`src/rtl/mem_arbiter.sv`:
```
`default_nettype none
// ============================================================================
//  Module   : mem_arbiter
//  Purpose  : Shares one single-port data memory between the fetch stage
//             (read-only) and the memory stage (read/write). Each access is
//             sequenced through issue, latency wait and completion. Addresses
//             beyond the last legal word complete with an error flag and never
//             reach the array.
//  Ports    : clk, rst_n              clock, synchronous active-low reset
//             f_req/f_addr            fetch request and byte address
//             f_gnt/f_done            fetch accept (comb) / completion pulse
//             f_rdata/f_err           fetch read data / range error
//             m_req/m_we/m_addr       memory-stage request, direction, address
//             m_wdata                 memory-stage write data
//             m_gnt/m_done            memory-stage accept (comb) / completion
//             m_rdata/dmem_error      memory-stage read data / range error
//             mem_en/mem_we           array strobe / write enable
//             mem_addr/mem_wdata      array address / write data
//             mem_rdata               array read data, MEM_LAT after mem_en
//  Revision : 1.0  initial release
// ============================================================================
module mem_arbiter #(
    parameter int DATA_WID = 64,
    parameter int ADDR_WID = 64,
    parameter int MEM_SIZE = 1024,
    parameter int MEM_LAT  = 2
) (
    input  logic                clk,
    input  logic                rst_n,
    input  logic                f_req,
    input  logic [ADDR_WID-1:0] f_addr,
    output logic                f_gnt,
    output logic                f_done,
    output logic [DATA_WID-1:0] f_rdata,
    output logic                f_err,
    input  logic                m_req,
    input  logic                m_we,
    input  logic [ADDR_WID-1:0] m_addr,
    input  logic [DATA_WID-1:0] m_wdata,
    output logic                m_gnt,
    output logic                m_done,
    output logic [DATA_WID-1:0] m_rdata,
    output logic                dmem_error,
    output logic                mem_en,
    output logic                mem_we,
    output logic [ADDR_WID-1:0] mem_addr,
    output logic [DATA_WID-1:0] mem_wdata,
    input  logic [DATA_WID-1:0] mem_rdata
);

    localparam int                   c_cnt_w    = $clog2(MEM_LAT + 1);
    localparam logic [c_cnt_w-1:0]   c_cnt_load = c_cnt_w'(MEM_LAT - 1);
    localparam logic [c_cnt_w-1:0]   c_cnt_one  = c_cnt_w'(1);
    localparam logic [ADDR_WID-1:0]  c_max_addr = ADDR_WID'(MEM_SIZE - 8);

    localparam logic [1:0] c_st_idle  = 2'd0;
    localparam logic [1:0] c_st_issue = 2'd1;
    localparam logic [1:0] c_st_wait  = 2'd2;
    localparam logic [1:0] c_st_done  = 2'd3;

    logic [1:0]          r_state;
    logic [1:0]          w_next_state;

    // 1 = memory stage won the most recent conflict
    logic                r_last_win_m;

    // Latched access
    logic                r_own_m;
    logic                r_we;
    logic [ADDR_WID-1:0] r_addr;
    logic [DATA_WID-1:0] r_wdata;
    logic                r_err;
    logic [c_cnt_w-1:0]  r_cnt;

    // Registered outputs
    logic                r_f_done;
    logic                r_m_done;
    logic [DATA_WID-1:0] r_f_rdata;
    logic [DATA_WID-1:0] r_m_rdata;
    logic                r_f_err;
    logic                r_m_err;

    logic                w_f_gnt;
    logic                w_m_gnt;
    logic                w_mem_en;
    logic                w_finish;
    logic [ADDR_WID-1:0] w_sel_addr;

    // ------------------------------------------------------------------------
    // State register
    // ------------------------------------------------------------------------
    always_ff @(posedge clk) begin
        if (!rst_n) begin
            r_state <= c_st_idle;
        end else begin
            r_state <= w_next_state;
        end
    end

    // ------------------------------------------------------------------------
    // Next state, grants and strobes
    // ------------------------------------------------------------------------
    always_comb begin
        w_next_state = r_state;
        w_f_gnt      = 1'b0;
        w_m_gnt      = 1'b0;
        w_mem_en     = 1'b0;
        w_finish     = 1'b0;
        case (r_state)
            c_st_idle: begin
                if (f_req && m_req) begin
                    // Conflict goes to whoever lost the previous one
                    w_f_gnt = r_last_win_m;
                    w_m_gnt = !r_last_win_m;
                end else begin
                    w_f_gnt = f_req;
                    w_m_gnt = m_req;
                end
                if (w_f_gnt || w_m_gnt) begin
                    w_next_state = c_st_issue;
                end
            end
            c_st_issue: begin
                if (r_err) begin
                    w_finish     = 1'b1;
                    w_next_state = c_st_done;
                end else begin
                    w_mem_en     = 1'b1;
                    w_next_state = c_st_wait;
                end
            end
            c_st_wait: begin
                if (r_cnt == '0) begin
                    w_finish     = 1'b1;
                    w_next_state = c_st_done;
                end
            end
            c_st_done: begin
                w_next_state = c_st_idle;
            end
            default: begin
                w_next_state = c_st_idle;
            end
        endcase
        w_sel_addr = w_m_gnt ? m_addr : f_addr;
    end

    // ------------------------------------------------------------------------
    // Access latch, wait counter and completion registers
    // ------------------------------------------------------------------------
    always_ff @(posedge clk) begin
        if (!rst_n) begin
            r_last_win_m <= 1'b0;
            r_own_m      <= 1'b0;
            r_we         <= 1'b0;
            r_addr       <= '0;
            r_wdata      <= '0;
            r_err        <= 1'b0;
            r_cnt        <= '0;
            r_f_done     <= 1'b0;
            r_m_done     <= 1'b0;
            r_f_rdata    <= '0;
            r_m_rdata    <= '0;
            r_f_err      <= 1'b0;
            r_m_err      <= 1'b0;
        end else begin
            r_f_done <= 1'b0;
            r_m_done <= 1'b0;

            if (w_f_gnt || w_m_gnt) begin
                r_own_m <= w_m_gnt;
                r_we    <= w_m_gnt && m_we;
                r_addr  <= w_sel_addr;
                r_wdata <= w_m_gnt ? m_wdata : '0;
                r_err   <= (w_sel_addr > c_max_addr);
                if (f_req && m_req) begin
                    r_last_win_m <= w_m_gnt;
                end
            end

            if (r_state == c_st_issue) begin
                r_cnt <= c_cnt_load;
            end else if (r_state == c_st_wait && r_cnt != '0) begin
                r_cnt <= r_cnt - c_cnt_one;
            end

            // Done pulse and result registers update on the same edge, so the
            // data is valid exactly in the done cycle and held afterwards.
            if (w_finish) begin
                if (r_own_m) begin
                    r_m_done <= 1'b1;
                    r_m_err  <= r_err;
                    if (!r_we && !r_err) begin
                        r_m_rdata <= mem_rdata;
                    end
                end else begin
                    r_f_done <= 1'b1;
                    r_f_err  <= r_err;
                    if (!r_err) begin
                        r_f_rdata <= mem_rdata;
                    end
                end
            end
        end
    end

    assign f_gnt      = w_f_gnt;
    assign m_gnt      = w_m_gnt;
    assign f_done     = r_f_done;
    assign m_done     = r_m_done;
    assign f_rdata    = r_f_rdata;
    assign m_rdata    = r_m_rdata;
    assign f_err      = r_f_err;
    assign dmem_error = r_m_err;
    assign mem_en     = w_mem_en;
    assign mem_we     = w_mem_en && r_we;
    assign mem_addr   = r_addr;
    assign mem_wdata  = r_wdata;

endmodule
`default_nettype wire

```
`config.mk`:
```
export PLATFORM = sky130hd
export DESIGN_NAME = mem_arbiter
export DESIGN_NICKNAME = d
export VERILOG_FILES = /design/src/rtl/mem_arbiter.sv
export SDC_FILE = /design/constraint.sdc
export NUM_CORES = 1
export LEC_CHECK = 0
export CELL_PAD_IN_SITES_DETAIL_PLACEMENT = 1
export CELL_PAD_IN_SITES_GLOBAL_PLACEMENT = 2
export CORE_MARGIN = 2
export CORE_UTILIZATION = 23
export CTS_BUF_LIST = sky130_fd_sc_hd__clkbuf_8 sky130_fd_sc_hd__clkbuf_16
export CTS_CLUSTER_SIZE = 25
export DETAILED_ROUTE_END_ITERATION = 8
export HOLD_SLACK_MARGIN = 0.06
export PLACE_DENSITY_LB_ADDON = 0.1
export RECOVER_POWER = 100
export SYNTH_ARGS = -nofsm -noshare
export SYNTH_HDL_FRONTEND = slang
export SYNTH_SLANG_ARGS = --single-unit
export TNS_END_PERCENT = 50
```
`constraint.sdc`:
```
create_clock -name clk -period 3 [get_ports clk]
set_clock_uncertainty 0.1 [all_clocks]
set_input_delay 0.6 -clock clk [delete_from_list [all_inputs] [get_ports clk]]
set_output_delay 0.6 -clock clk [all_outputs]
set_load 0.01 [all_outputs]
```
# Yosys cells after proc, flatten, opt, wreduce, memory -nomap -nowiden
# Index checks and enable logic that the tools add are counted.
# Widths: inputs -> output; s select.
[totals]
regBits = 268
ram_bits = 0
latch_bits = 0
mem_count = 0
wordCells = 68
mem_bits_ro = 0
inputBits = 261
[op_classes]
n_bitwise = 3
n_reduce_logical = 22
muxes = 21
addsub = 1
magnitude_cmp = 1
shifts = 0
div_mod_pow = 0
n_eq_ne = 5
n_mul = 0
[ops]
columns = ["operator", "n"]
rows = [
  ["$mux 64", 2],
  ["$gt 64x10->1 const B", 1],
  ["$mux 1", 15],
  ["$reduce_and 2->1", 5],
  ["$pmux 2 s4", 1],
  ["$reduce_and 3->1", 2],
  ["$logic_and 1x1->1", 5],
  ["$eq 2x2->1 const B", 2],
  ["$logic_not 2->1", 2],
  ["$mux 2", 2],
  ["$ne 2x2->1 const B", 2],
  ["$reduce_bool 2->1", 2],
  ["$logic_not 1->1", 3],
  ["$not 1->1", 3],
  ["$eq 2x1->1 const B", 1],
  ["$logic_or 1x1->1", 2],
  ["$pmux 1 s2", 1],
  ["$reduce_or 2->1", 1],
  ["$sub 2x1->2 const B", 1],
]

# Longest topological paths before layout
[logic_depth]
ltp_word = 6
ltp_mapped = 9
ltp_nobuf = 7

# Worst setup path before layout
# No wires, ideal clock.
[synth_path]
kind = "reg-to-output"
start = "register r_state[0]"
end = "output port m_gnt"
required_time_ns = 2.300
arrival_time_ns = 1.362
setup_slack_ns = 0.938
path_stages_with_launch = 7
cell_sequence = "dfxtp_1 -> inv_1 -> ha_1 -> nand3_2 -> inv_2 -> buf_2 -> clkbuf_1"
[synth_via]
elab_chain_cells = 2
[synth_rtl]
columns = ["item", "line_no", "text"]
rows = [
  ["from (decl)", "61", "logic [1:0] r_state;"],
  ["from (signal assigned)", "94", "r_state <= c_st_idle;"],
  ["from (signal assigned)", "96", "r_state <= w_next_state;"],
  ["$logic_not 2->1", "109", "case (r_state)"],
  ["$mux 1", "109", ""],
  ["to (decl)", "40", "output logic m_gnt,"],
]
# Every way passes these cells.

# Final worst setup path
[layout_path]
start = "register r_state[0]"
end = "output port f_gnt"
[layout_via]
elab_chain_cells = 2
[layout_rtl]
columns = ["item", "line_no", "text"]
rows = [
  ["$logic_not 2->1", "109", ""],
  ["$mux 1", "109", ""],
  ["to (decl)", "32", "output logic f_gnt,"],
]
# Every way passes these cells.

==> metrics.csv <==
metric,value,unit
syn_to_final_growth,67.92,%
pin_count,525,
setup_viol,0,
cts_resized,0,
register_area,5365,um2
violations,"max-capacitance violations, max-slew violations",
maxSlewViolCount,94,
antenna_found_initial,11,
rsz0062_at_grt,true,
switching_share,33.76,%
p_int,8.575,mW
start_util,23.19,%
postCtsSetupRepairBufs,0,
placed_cell_area,16040,um2
drc,0,
worstSetupEndpointType,output port,
placed_cells,2285,
layout_commonest_cell,nand2_1,
final_cells,2351,
ctsHoldBuffers,0,
fin_setup_tns,0,ns
synth_top_cell_by_area,dfxtp_1,
synth_top_area_share,52.54,%
power.density,754.9,nW/um2
cts_buffer_depth,3,
routed_wl,47030,um
mostFrequentLayoutCells,"nand2_1 (387), dfxtp_1 (268), clkdlybuf4s50_1 (262), dlygate4sd3_1 (262), nor2_1 (138)",
yosysSeqAreaShare,52.54,%
syn_inst,1238,
outcome,finished with violations,
hold_viol_final,0,
wl_per_cell,20.01,um
fin_crit,2.863,ns
drv_cap,1,
grt_pass1_vias,11380,
hp-class,reg2reg,
drtIter0Drc,446,
die_w,214.7,um
cts-root-buf,clkbuf_16,
leakage,6.820,nW
core,44030,um2
fillCellCount,5205,
synth_cell_type_count,41,
p_seq_share,34.6,%
place.detailed.hpwl,34320,um
rows,77,
track_usage,19.83,%
synth-seq-cells,268,
cp-startpoint,r_state[0]$_SDFFE_PN0P_,
htreeDepth,2,
grt_max_degree,97,
critical_path.startpoint_type,flop,
vias,10800,
endpoint,f_gnt,
clk_latency,0.53,ns
rrSetupSlack,0.25,ns
ant_nets,0,
gp_congestion,0.8028,
syn-cell-area,10210,um2
drive_gt1_share,5.483,%
ff2ff_path_depth,8,
avgSynthCellArea,8.249,um2
post-route-period-util,95.42,%
synth.area.top_cells,"dfxtp_1 (53%), nand2_1 (14%), a21oi_1 (6.5%)",
vdd_ir_drop_max,0.6490,mV
max_freq,349.3,MHz
critical_path_class,reg2out,
place.port_buffers,524,
numCtsBuffers,35,
crit_arrival,2.16,ns
grt_pass1_wl,70560,um
pwr-share-comb,33.2,%
yosys_warnings,0,
power.net_switching,4.371,mW
tightest_slew,1.927,ns
fin_nets,1996,
grt_overflow_total,0,
reg2reg_from,r_state[1]$_SDFFE_PN0P_,
multi_input_area,4289,um2
cp.required,2.30,ns
fin_area,17150,um2
dieHeight,214.7,um
crit_fanout,5,
vias_per_cell,4.595,
hold_depth,2,
synth_nets,1504,
dr.pass1.iters,4,
clkSlewWorstSetupHoldPaths,0.06,ns
tritoncts,built,
max_slew_margin,-28.46,%
r2r-end,m_rdata[22]$_SDFFE_PN0P_,
clkPwrFrac,32.1,%
die_area,46100,um2
cts.sinks,268,
==> metrics by stage <==
stage               util (%)  hold slack [ns]  total power, mW  worst slack [ns]
detailed placement     36.42           0.3461            9.159            0.2350
global placement       36.42           0.3405            9.106            0.2607
global route           38.93           0.3637            13.79         -0.002643
CTS                    38.98           0.3542            13.45           0.02641
floorplan                  -           0.3788            6.762            0.9380
finish                 38.95           0.3485            12.95            0.1373
==> area by class of cell <==
cell class | instances | area share (%)
Inverter | 6 | 0.1459
Multi-Input combinational cell | 866 | 25.01
Clock inverter | 16 | 0.7661
Antenna cell | 8 | 0.1167
Sequential cell | 268 | 31.29
Tap cell | 592 | 4.319
Clock buffer | 42 | 5.800
Timing Repair Buffer | 553 | 32.56
==> synth_stat cells (all sizes together) <==
library cell	number
nor4	24
o31ai	2
and4	2
o21ai	6
dfxtp	268
nor3	7
nor2	138
a22oi	65
inv	5
nand3	5
clkinv	1
a221oi	1
o211a	1
clkbuf	48
ha	5
a22o	1
mux2i	2
buf	50
a2111oi	1
and2	1
nor3b	1
a211oi	1
a21oi	132
a311oi	63
nand4	6
and3b	1
or3	2
a31oi	1
xnor2	1
nor2b	4
xor2	1
nand2	388
or4	4
==> cell families (layout without fill, tap and decap cells) <==
kind of cell / Yosys count / in the layout / share of synthesized area [%]
AND/OR/NAND/NOR: 583 / 583 / 23.23
flip-flops: 268 / 268 / 52.54
multiplexers: 2 / 2 / 0.1960
adder cells (fa/ha/maj): 5 / 5 / 0.6126
other: 0 / 8 / 0
buffers and inverters: 104 / 617 / 5.587
AO/OA/AOI/OAI: 274 / 274 / 17.67
XOR/XNOR: 2 / 2 / 0.1716
==> power by group through the flow <==
stage | Clock, mW | Combinational, mW | Sequential [mW]
2_1_floorplan | 0 | 1.95 | 4.81
3_3_place_gp | 0 | 4.55 | 4.56
3_5_place_dp | 0 | 4.58 | 4.58
4_1_cts | 4.34 | 4.60 | 4.52
5_1_grt | 4.49 | 4.74 | 4.57
6_report | 4.16 | 4.30 | 4.48
==> metal layers <==
layer,global-route usage (%),share of wire (%)
met2,32.77,47
met4,6.042,2.5
met3,8.139,9.2
met1,23.45,41
met5,0,0.085
==> how the worst min path moves through the flow <==
| stage | slack, ns | to | start |
|---|---|---|---|
| after floorplan | 0.38 | r_cnt[1]$_SDFFE_PP0P_ | r_cnt[1]$_SDFFE_PP0P_ |
| after global placement | 0.34 | m_rdata[39]$_SDFFE_PN0P_ | m_rdata[39]$_SDFFE_PN0P_ |
| after detailed placement | 0.35 | m_rdata[11]$_SDFFE_PN0P_ | m_rdata[11]$_SDFFE_PN0P_ |
| after CTS | 0.35 | m_rdata[11]$_SDFFE_PN0P_ | m_rdata[11]$_SDFFE_PN0P_ |
| after global routing | 0.36 | m_rdata[63]$_SDFFE_PN0P_ | m_rdata[63]$_SDFFE_PN0P_ |
| final | 0.35 | m_rdata[62]$_SDFFE_PN0P_ | m_rdata[62]$_SDFFE_PN0P_ |
==> critical path, stage by stage (launching register included) <==
cell and delay, ns:
dfxtp_1 0.32, inv_1 0.14, ha_2 0.26, buf_4 0.17
nand2_1 0.08, nor2_1 0.11, clkdlybuf4s50_1 0.55
==> flip-flops by register name, indices dropped and copies added (netlist names) <==
name	count
f_rdata	64
m_rdata	64
mem_addr	64
mem_wdata	64
r_cnt	2
r_state	2
dmem_error	1
f_done	1
f_err	1
m_done	1
r_err	1
r_last_win_m	1
r_own_m	1
r_we	1
(Power assumes the default switching activity.)
==> RTL edit 1 (same flow settings) <==
Set the parameter `DATA_WID` to 128 (it was 64).
--- a/src/rtl/mem_arbiter.sv
+++ b/src/rtl/mem_arbiter.sv
@@ -21,5 +21,5 @@
 // ============================================================================
 module mem_arbiter #(
-    parameter int DATA_WID = 64,
+    parameter int DATA_WID = 128,
     parameter int ADDR_WID = 64,
     parameter int MEM_SIZE = 1024,
Interface: changed (5 resized); port bits go from 525 to 845. No check against the original RTL was run, so the function may have changed too.
==> RTL edit 1 against the unedited design <==
- utilization shrank 0.22 points
- synthesized cell count up 62%
- synthesized area increased by 63%
- sequential share of layout area grew 1.9 points
- cell area rose by 62%
- critical path type unchanged
- routed wire length is 89% higher
- worst hold slack gained 0.00094 ns
- setup slack gained 0.0058 ns
- sequential cell count rose by 192
- total power rose by 56%
- critical path depth is 1 lower
==> RTL edit 1: results (changes against the unedited design) <==
metric	value	unit	change
WL final	88700	um	was 47000 um
IO buf count	844		was 524
share of layout cells above drive strength 1	4.64	%	was 5.48%
slew margin rel.	0.464	%	was -28.5%
drt initial violations	745		was 446
Netlist cell types	40		was 41
routed vias	17700		was 10.8k
RR Endpoint	mem_addr[7]$_SDFFE_PN0N_		was m_rdata[22]$_SDFFE_PN0P_
Synth top cells by count	nand2_1, dfxtp_1, a21oi_1		was nand2_1, dfxtp_1, nor2_1
post-CTS resize count	4		was 0
total number of H-tree levels	2		unchanged
Syn Nets	2401		was 1504
Detail Placement HPWL	67600	um	was 34300 um
Cells after Synth	2007		was 1238
Leak	11.1	nW	was 6.82 nW
start of the worst register-to-register path	r_state[0]$_SDFFE_PN0P_		was r_state[1]$_SDFFE_PN0P_
largest net degree at the start of global routing	134		was 97
GRT met2 Usage	42.0	%	was 32.8%
nets	3181		was 1996
R2R depth	7		was 8
Placed Cells	3680		was 2285
Num CTS Buffers	55		was 35
initial antenna violation count	16		was 11
Max-cap violations	0		was 1
fin cells	3785		was 2351
crit-path max cell delay	0.64	ns	was 0.55 ns
WHS Path Cells	2		unchanged
sequential fraction of the synthesis area	55.3	%	was 52.5%
Peak VDD IR	0.000478	V	was 0.000649 V
Global Route met1 Usage	24.7	%	was 23.5%
Critical Path AT	2.16	ns	about the same
Placement Setup Slack	0.192	ns	was 0.235 ns
met3 Use GR	7.05	%	was 8.14%
Area after DPL	0.0260	sq mm	was 0.0160 sq mm
Main synth FF type	dfxtp_1		unchanged
synth top area cells	dfxtp_1, nand2_1, a21oi_1		unchanged
first-pass GRT wire length	127000	um	was 70600 um
hold path start	f_rdata[79]$_SDFFE_PN0P_		was m_rdata[62]$_SDFFE_PN0P_
gp weighted congestion	0.852		was 0.803
hold_ws	0.349	ns	about the same
latest clock arrival within the worst-skew pair	0.60	ns	was 0.53 ns
1st-pass router iterations	5		was 4
crit path max fanout	5		unchanged
outcome	completed		was finished, violations left
Worst Hold Path EP	f_rdata[79]$_SDFFE_PN0P_		was m_rdata[62]$_SDFFE_PN0P_
clock tree root driver cell	clkbuf_16		unchanged
CP max stage cell	clkdlybuf4s50_1		unchanged
vias in the first global route	18600		was 11.4k
GRT Resource Usage Total	22.8	%	was 19.8%
Ys Warns	0		unchanged
==> RTL edit 1: cell count changes after synthesis, sizes merged <==
cell,unedited run,this run
a21oi,132,260
a22oi,65,129
buf,50,86
clkbuf,48,77
clkinv,1,0
dfxtp,268,460
inv,5,6
nand2,388,644
nor2,138,202
==> RTL edit 1: through the flow <==
step,util [%],total power [mW]
2_1_floorplan,-,10.6
5_1_grt,38.7,21.3
6_report,38.7,20.2
3_5_place_dp,36.4,14.2
4_1_cts,38.8,20.9
3_3_place_gp,36.4,14.1
==> RTL edit 1: where the power goes <==
group / internal (mW) / total [mW] / switching, mW
registers: 6.98 / 7.47 / 0.486
logic: 2.64 / 6.19 / 3.56
clock network: 3.83 / 6.53 / 2.70
total: 13.4 / 20.2 / 6.75
==> RTL edit 1: logic make-up after synthesis <==
logic type	after synthesis	synth area share [%]
DFF	460	55.3
muxes	2	0.120
xor gates and xnor gates	2	0.105
AOI/OAI and AO/OA	466	17.6
buffers and inverters	169	5.15
and+or+nand+nor	903	21.3
adders and majority gates	5	0.376
==> RTL edit 1: how the worst max path moves through the flow <==
stage                                       start                         to  slack (ns)  cells after the start
after global placement                      f_req                      m_gnt        0.23                      5
after floorplan           r_state[0]$_SDFFE_PN0P_                      m_gnt        0.93                      6
after CTS                 r_state[0]$_SDFFE_PN0P_                      m_gnt        0.03                      5
after detailed placement                    f_req  mem_addr[35]$_SDFFE_PN0N_        0.19                      7
final                     r_state[0]$_SDFFE_PN0P_                      m_gnt        0.14                      5
after global routing      r_state[0]$_SDFFE_PN0P_   mem_addr[5]$_SDFFE_PN0N_        0.04                      7
==> RTL edit 1: layout make-up <==
class	instances	area, sq um
Antenna cell	11	27.5
Clock buffer	71	1620
Clock inverter	23	130
Fill cell	8243	43900
Inverter	6	35.0
Multi-Input combinational cell	1378	6600
Sequential cell	460	9210
Tap cell	950	1190
Timing Repair Buffer	886	8930
==> RTL edit 1: worst max-delay path, delay by kind of cell, from the launching register on <==
| family | cells | cell delay [ns] |
|---|---|---|
| buffers and inverters | 3 | 0.87 |
| flip-flops | 1 | 0.31 |
| adder cells (fa/ha/maj) | 1 | 0.25 |
| AND/OR/NAND/NOR | 1 | 0.12 |
==> RTL edit 1: metal layers <==
| metal | part of all wire, % | vias to the layer above | wire length [um] |
|---|---|---|---|
| li1 | - | 8343 | - |
| met1 | 38 | 8624 | 33400 |
| met2 | 52 | 563 | 45800 |
| met3 | 7.3 | 141 | 6510 |
| met4 | 3.3 | 14 | 2890 |
| met5 | 0.11 | - | 97 |
==> RTL edit 2 (same settings) <==
Without the edit above. Make the reset (`rst_n`) asynchronous in 2 clocked blocks. Comments in the files are not updated.
--- a/src/rtl/mem_arbiter.sv
+++ b/src/rtl/mem_arbiter.sv
@@ -90,5 +90,5 @@
     // State register
     // ------------------------------------------------------------------------
-    always_ff @(posedge clk) begin
+    always_ff @(posedge clk or negedge rst_n) begin
         if (!rst_n) begin
             r_state <= c_st_idle;
@@ -149,5 +149,5 @@
     // Access latch, wait counter and completion registers
     // ------------------------------------------------------------------------
-    always_ff @(posedge clk) begin
+    always_ff @(posedge clk or negedge rst_n) begin
         if (!rst_n) begin
             r_last_win_m <= 1'b0;
Check against the original RTL: differs if rst_n is asserted again (counterexample within 4 cycles, from zero or initial values and one cycle with rst_n low); with rst_n held inactive, the same outputs for 4 cycles.
==> RTL edit 2 against the unedited design <==
- synthesized area is 8.0% higher
- synthesized cell count is 29% lower
- maximum frequency is 0.34% higher
- utilization is 0.47 points lower
- count of clock-buffer cells in the layout is 4 higher
- highest routed layer unchanged
- setup slack better by 0.0098 ns
- cell area is 6.7% higher
- routed wire length is 4.1% lower
- non-clock buffer count stayed put
- largest cell class is now registers
- the run still ends with max-capacitance violations, max-slew violations left
- die area is 7.9% higher
- sequential cell count stayed put
- total power is 31% higher
==> RTL edit 2: results (changes against the unedited design) <==
metric	value	unit	change
clk cell area share	6.09	%	was 6.57%
Placement Setup Slack	0.177	ns	was 0.235 ns
Async S/R FF share, synth	100	%	was 0%
share of layout cells above drive strength 1	15.0	%	was 5.48%
Slew @ Worst Pin	1.76	ns	was 1.93 ns
R2R depth	7		was 8
nets	1673		was 1996
sequential fraction of the synthesis area	60.8	%	was 52.5%
Main synth FF type	dfrtp_1		was dfxtp_1
initial antenna violation count	9		was 11
Slew Viols, Final	55		was 94
drt initial violations	362		was 446
GRT Resource Usage Total	17.9	%	was 19.8%
WL final	45100	um	was 47000 um
hold_ws	0.387	ns	was 0.349 ns
register area	0.00671	sq mm	was 0.00537 sq mm
area share of buffers outside the clock network	30.9	%	was 32.6%
fill cell count	5095		was 5205
fin cells	2049		was 2351
Max-cap violations	1		unchanged
start of the worst register-to-register path	r_state[0]$_DFFE_PN0P_		was r_state[1]$_SDFFE_PN0P_
gp weighted congestion	0.772		was 0.803
Global Route met1 Usage	21.3	%	was 23.5%
largest net degree at the start of global routing	81		was 97
Compound-Gate Fraction of Synth Area	9.62	%	was 17.7%
outcome	finished, violations left		unchanged
num sequential	268		unchanged
failing checks	max-capacitance violations, max-slew violations		unchanged
## RTL edit 2: changes by cell type after synthesis, sizes merged, moves of 4 or more
| cell | delta |
|---|---|
| a31oi | +63 |
| mux2 | +131 |
| clkbuf | -17 |
| dfrtp | +268 |
| nor3 | +8 |
| nor2 | -67 |
| a21oi | -131 |
| nor4 | -4 |
| dfxtp | -268 |
| a22oi | -64 |
| nand2 | -251 |
| a311oi | -63 |
| a22o | +65 |
| buf | -25 |
## RTL edit 2: metrics by stage
| stage | setup TNS [ns] | total power, mW | util, % | instance area (sq um) |
|---|---|---|---|---|
| finish | 0 | 16.9 | 38.5 | 18300 |
| CTS | 0 | 17.3 | 38.5 | 18300 |
| detailed placement | 0 | 13.0 | 36.1 | 17200 |
| floorplan | 0 | 8.59 | - | 11000 |
| global placement | 0 | 12.9 | 36.1 | 17200 |
| global route | -0.0205 | 18.0 | 38.5 | 18300 |
